File: src/rtl/spi_slave_ctrl.sv
// -----------------------------------------------------------------------------
// spi_slave_ctrl
//
// SPI slave front end for a small RAM. Each frame is DATA_W+2 bits, MSB
// first: a 2-bit command followed by DATA_W bits of address or data. Every
// completed frame goes to the RAM on rx_data, qualified by a one-cycle
// rx_valid strobe. A read-data frame then waits for the RAM to answer on
// tx_valid/tx_data and shifts that byte out on MISO.
//
// The slave tracks whether a read address has already been sent. While that
// flag is set, a frame whose first bit is 1 is treated as a read-data frame.
//
// Ports
//   clk       in   single clock, all flops on the rising edge
//   rst_n     in   asynchronous active-low reset
//   SS_n      in   slave select, active low, synchronous to clk
//   MOSI      in   serial data in, MSB first
//   MISO      out  serial data out, MSB first, registered
//   rx_data   out  received frame: [DATA_W+1:DATA_W] command, [DATA_W-1:0] addr/data
//   rx_valid  out  one-cycle strobe qualifying rx_data
//   tx_data   in   read data from RAM
//   tx_valid  in   qualifies tx_data
// -----------------------------------------------------------------------------
module spi_slave_ctrl #(
    parameter int DATA_W = 8
) (
    input  logic              clk,
    input  logic              rst_n,
    input  logic              SS_n,
    input  logic              MOSI,
    output logic              MISO,
    output logic [DATA_W+1:0] rx_data,
    output logic              rx_valid,
    input  logic [DATA_W-1:0] tx_data,
    input  logic              tx_valid
);

    localparam int FRAME_W = DATA_W + 2;
    localparam int CNT_W   = $clog2(FRAME_W);

    // The bit counter runs 0..DATA_W while frame bits DATA_W..0 arrive.
    localparam logic [CNT_W-1:0] LAST_BIT = CNT_W'(DATA_W);
    // The MISO counter counts the bits already presented on MISO.
    localparam logic [CNT_W-1:0] TX_BITS  = CNT_W'(DATA_W);

    typedef enum logic [2:0] {
        IDLE      = 3'd0,
        CHK_CMD   = 3'd1,
        WRITE     = 3'd2,
        READ_ADD  = 3'd3,
        READ_DATA = 3'd4
    } state_t;

    state_t             r_state;
    logic [CNT_W-1:0]   r_bit_cnt;
    logic [FRAME_W-1:0] r_rx_sr;
    logic               r_frame_done;   // frame fully received; ignore MOSI until SS_n rises
    logic               r_rd_addr_flag; // read address already sent, next read is data
    logic [DATA_W-1:0]  r_tx_sr;
    logic [CNT_W-1:0]   r_tx_cnt;
    logic               r_tx_busy;      // MISO transfer in progress
    logic               r_tx_done;      // byte already sent this frame; blocks a reload

    // Frame as it stands once the current MOSI bit is shifted in.
    logic [FRAME_W-1:0] w_frame;
    assign w_frame = {r_rx_sr[FRAME_W-2:0], MOSI};

    // NOTE: every flop here, including both shift registers, is cleared by
    // the asynchronous reset so that a reset mid-frame leaves nothing behind.
    always_ff @(posedge clk or negedge rst_n) begin
        if (!rst_n) begin
            r_state        <= IDLE;
            r_bit_cnt      <= '0;
            r_rx_sr        <= '0;
            r_frame_done   <= 1'b0;
            r_rd_addr_flag <= 1'b0;
            r_tx_sr        <= '0;
            r_tx_cnt       <= '0;
            r_tx_busy      <= 1'b0;
            r_tx_done      <= 1'b0;
            rx_data        <= '0;
            rx_valid       <= 1'b0;
            MISO           <= 1'b0;
        end else begin
            // NOTE: non-blocking assignments throughout, so every branch
            // below reads the register values from before this edge.
            rx_valid <= 1'b0;

            if (r_state != IDLE && SS_n) begin
                // Deselect aborts whatever is in flight. This includes the
                // edge that would have sampled bit 0, so the partial frame
                // is dropped without a strobe. rd_addr_flag is left as is.
                r_state      <= IDLE;
                r_bit_cnt    <= '0;
                r_rx_sr      <= '0;
                r_frame_done <= 1'b0;
                r_tx_sr      <= '0;
                r_tx_cnt     <= '0;
                r_tx_busy    <= 1'b0;
                r_tx_done    <= 1'b0;
                MISO         <= 1'b0;
            end else begin
                case (r_state)
                    IDLE: begin
                        MISO <= 1'b0;
                        if (!SS_n) begin
                            r_state   <= CHK_CMD;
                            r_bit_cnt <= '0;
                        end
                    end

                    CHK_CMD: begin
                        r_rx_sr <= w_frame;
                        if (!MOSI)
                            r_state <= WRITE;
                        else if (r_rd_addr_flag)
                            r_state <= READ_DATA;
                        else
                            r_state <= READ_ADD;
                    end

                    WRITE, READ_ADD, READ_DATA: begin
                        if (!r_frame_done) begin
                            r_rx_sr <= w_frame;
                            if (r_bit_cnt == LAST_BIT) begin
                                rx_data      <= w_frame;
                                rx_valid     <= 1'b1;
                                r_frame_done <= 1'b1;
                                if (r_state == READ_ADD)
                                    r_rd_addr_flag <= 1'b1;
                            end else begin
                                r_bit_cnt <= r_bit_cnt + CNT_W'(1);
                            end
                        end else if (r_state == READ_DATA) begin
                            if (r_tx_busy) begin
                                if (r_tx_cnt == TX_BITS) begin
                                    // Last bit has had its cycle on MISO.
                                    MISO           <= 1'b0;
                                    r_tx_busy      <= 1'b0;
                                    r_tx_done      <= 1'b1;
                                    r_rd_addr_flag <= 1'b0;
                                end else begin
                                    MISO     <= r_tx_sr[DATA_W-1];
                                    r_tx_sr  <= r_tx_sr << 1;
                                    r_tx_cnt <= r_tx_cnt + CNT_W'(1);
                                end
                            end else if (!r_tx_done && tx_valid) begin
                                // The MSB goes straight to MISO. The rest waits
                                // in the shift register.
                                MISO      <= tx_data[DATA_W-1];
                                r_tx_sr   <= {tx_data[DATA_W-2:0], 1'b0};
                                r_tx_cnt  <= CNT_W'(1);
                                r_tx_busy <= 1'b1;
                            end
                        end
                    end

                    default: begin
                        r_state <= IDLE;
                        MISO    <= 1'b0;
                    end
                endcase
            end
        end
    end

endmodule

File: config.mk
export PLATFORM = sky130hd
export DESIGN_NAME = spi_slave_ctrl
export DESIGN_NICKNAME = d
export VERILOG_FILES = /design/src/rtl/spi_slave_ctrl.sv
export SDC_FILE = /design/constraint.sdc
export NUM_CORES = 1
export LEC_CHECK = 0
export ABC_AREA = 1
export BUFFER_PORTS_ARGS = -buffer_cell sky130_fd_sc_hd__buf_2
export CAP_MARGIN = 10
export CELL_PAD_IN_SITES_DETAIL_PLACEMENT = 0
export CELL_PAD_IN_SITES_GLOBAL_PLACEMENT = 1
export CORE_MARGIN = 8
export CORE_UTILIZATION = 43
export CTS_CLUSTER_DIAMETER = 200
export DETAILED_ROUTE_END_ITERATION = 8
export PLACE_DENSITY_LB_ADDON = 0.25
export SYNTH_ARGS = -nofsm -noshare
export SYNTH_HDL_FRONTEND = slang
export SYNTH_SLANG_ARGS = --single-unit
export TNS_END_PERCENT = 5
File: constraint.sdc
create_clock -name clk -period 1.7 [get_ports clk]
set_input_delay 0.17 -clock clk [delete_from_list [all_inputs] [get_ports clk]]
set_output_delay 0.17 -clock clk [all_outputs]
set_load 0.01 [all_outputs]
==> summary.md <==
| Metric | Value |
|---|---|
| Reg2Reg Depth | 8 |
| Power per cell area | 1159 nW/um^2 |
| Worst path bufs/invs | 2 |
| Power Total | 3.113 mW |
| Final Cycle Share | 0.9019 |
| Die Footprint | around 8100 um^2 |
| Critical Path AT | 1720 ps |
| Die width | 90.20 um |
| Startpoint types | register |
| Post-DP HPWL | about 3400 um |
| Most frequent cells in the layout | nand2_1 (128), dfrtp_1 (43), buf_2 (24) |
| Vias in the first global route | 1802 |
| Post_cts resized | 0 |
| DRC viols | 0 |
| Achievable Freq | about 0.65 GHz |
| Design area | 2685 um^2 |
| Final Hold Fails | 0 |
| Layout Nets | 343 |
| Setup violators final | 0 |
| CP max FO | 8 |
| Post-DP Area | between 2000 and 3000 um^2 |
| WL/cell | 12.09 um |
| Port buffer count | 24 |
| Min-delay worst type | in2reg |
| Starting Density | 0.4380 |
| Core area | 5405 um^2 |
| Setup ws final | 166.8 ps |
| DRT antenna net count | 0 |
| First-pass GRT wire length | 8556 um |
| Met3 WL post-DR | 173 um |
| Worst slew margin | 0.6306 |
| Yosys cell types | 32 |
| Critical Path Sink Type | register |
| Mean post-synth cell area | 7.998 um^2 |
| Filler instances | 565 |
| Vias per cell | approximately 4.6 |
| Vias | roughly 1800 |
| Synthesized cell area | between 2000 and 2500 um^2 |
| Slew Viols, Final | 0 |
| Most common cell after layout, fill and taps aside | nand2_1 |
| Req. time, crit path | 1890 ps |
| Max Cap Viol | 0 |
| WL final | 4822 um |
| Post-Syn Instances | ~300 |
| Yosys warnings | 0 |
| Post-synthesis register bit count | 43 |
| Ports | 25 |
| Most used cell, CP | nand2_1 |
| Initial DRC count | 92 |
| Clk_skew | 3.213 ps |
| Peak supply drop | just over 500 uV |
| Longest Clk Path Bufs | 2 |
| CTS Buf Count | 5 |
| Gr usage total | 0.1269 |
| Status | completed |
| GPL Wtd Cong | 0.7553 |
| Post-CTS Setup Repair Bufs | 0 |
| Largest net degree at the start of global routing | 44 |
| Worst hold path cell count | 3 |
| Top delay family on crit path | simple AND/OR/NAND/NOR gates |
| Ant. Diodes | 0 |
| Syn_nets | 313 |
| Met2 routed WL | 2156 um |
| Final global-route overflow total | 0 |
| Register area share after synthesis | 0.4545 |
| Setup CP Type | reg2reg |
| Initial antenna violation count | 0 |
| Die H | 90.20 um |
| Crit-path cells | inv_1 -> ha_1 -> nand2_1 -> nor2_1 -> nand4_2 -> buf_4 -> nand2_1 -> nand2_1 |
| Leak Pwr | approximately 1.5 nW |
| Root buf cell | clkbuf_8 |
| Worst-Margin Slew | 554.1 ps |
| Setup TNS | 0 ps |
| Layout cells sized above 1 | 0.2813 |
| Rows | 27 |
| Logic depth of the worst path, buffers included | 8 |
| CTS sink count | 43 |
| DP Worst Slack | 177.7 ps |
| M1 WL | 2459 um |
| Post-layout minimum cycle time | 1533 ps |
| Delay of the slowest critical-path stage | 420 ps |
| Synthesis-to-finish area growth | 13.43% |
| TritonCTS clock tree | built |
| Top routing layer in use | met4 |
| Drt first pass iters | 4 |
| Slowest stage cell, crit path | dfrtp_1 |
| RSZ-0062 raised after global routing | false |
| Skew-Pair Late Insertion Delay | roughly 300 ps |
| Clk pin slew, worst setup/hold paths | 90 ps |
| H-tree levels | 2 |
-- synthesized netlist by cell type --
cell type | number | area, um^2
inv_1 | 17 | 63.81
nand2_2 | 19 | 118.9
buf_1 | 1 | 3.750
xor2_1 | 2 | 17.52
o21ai_1 | 1 | 5.000
nor3_2 | 1 | 10.01
nand4_2 | 1 | 12.51
nand3_1 | 12 | 60.06
nor2_1 | 12 | 45.04
or2_2 | 1 | 6.260
o21ai_0 | 3 | 15.01
xnor2_1 | 1 | 8.760
nor3_1 | 4 | 20.02
inv_4 | 1 | 6.260
nand3_2 | 4 | 40.04
buf_8 | 1 | 15.01
ha_1 | 4 | 50.05
nand2_1 | 128 | 480.5
nand2_4 | 3 | 33.78
inv_2 | 6 | 22.52
nor2_2 | 1 | 6.260
a21oi_1 | 6 | 30.03
nor2_4 | 3 | 33.78
nand2_8 | 1 | 20.02
buf_6 | 2 | 22.52
nand3_4 | 1 | 17.52
buf_2 | 3 | 15.01
o21ai_2 | 9 | 78.83
clkbuf_1 | 1 | 3.750
a31oi_1 | 1 | 6.260
dfrtp_1 | 43 | 1076
buf_4 | 3 | 22.52
-- power breakdown --
part	internal, mW	switching, mW	leakage, nW
clock network	0.438	0.375	0.0581
logic	0.357	0.559	0.838
registers	1.21	0.171	0.582
total	2.01	1.10	1.48
-- sequential cells by signal, summed over array words and instances (netlist names) --
register and cells:
r_state 3, MISO 1, r_rx_sr 9, r_tx_sr 7, r_rd_addr_flag 1, rx_valid 1, rx_data 10, r_tx_cnt 4
r_tx_done 1, r_tx_busy 1, r_bit_cnt 4, r_frame_done 1
-- repair_timing --
action	4_1_cts	5_1_grt
endpoints found under the setup margin	0	0
endpoints found under the hold margin	43	0
hold buffers	1	0
-- final timing paths --
path,end,slack [ps],startpoint
min in group asynchronous,r_tx_sr[1],480,rst_n
hold / removal,r_rx_sr[0],170,MOSI
max in group asynchronous,r_rx_sr[8],850,rst_n
hold reg to reg,rx_data[9],480,r_rx_sr[8]
setup reg to reg,rx_data[6],170,r_bit_cnt[1]
setup / recovery,rx_data[6],170,r_bit_cnt[1]
-- final cells by class --
class	count	area [um^2]	area share
clock inverter	3	43.79	0.01631
sequential	43	1076	0.4007
clock buffer	5	68.82	0.02563
multi-input combinational	218	1116	0.4157
tap	72	90.09	0.03355
inverter	24	92.59	0.03448
timing repair buffer	34	197.7	0.07363
-- metal layers --
layer	global-route usage	vias to the layer above
met5	0	-
met4	0.03745	0
met3	0.03658	5
met2	0.2006	22
met1	0.1638	842
li1	-	971
-- logic make-up (layout without fill, tap and decap cells) --
group	Yosys count	count (layout)	synth area share
AO/OA/AOI/OAI	20	20	0.05708
XOR/XNOR	3	3	0.01110
adder cells (fa/ha/maj)	4	4	0.02114
buffers and inverters	35	66	0.07399
flip-flops	43	43	0.4545
AND/OR/NAND/NOR	191	191	0.3821
-- worst reg2reg max path: cells and delay by family, from the launching register on --
kind | cells | cell delay [ps]
and+or+nand+nor | 5 | 580
adders and majority gates | 1 | 130
buffers and inverters | 2 | 280
DFF | 1 | 420
-- metrics by stage --
step,hold WS (ps),utilization,instances
after floorplan,-125.6,-,296
after global placement,291.4,0.4741,390
after detailed placement,285.2,0.4741,390
after CTS,160.4,0.4968,399
after global routing,178.4,0.4968,399
final,167.9,0.4968,399
(Power assumes the default switching activity.)
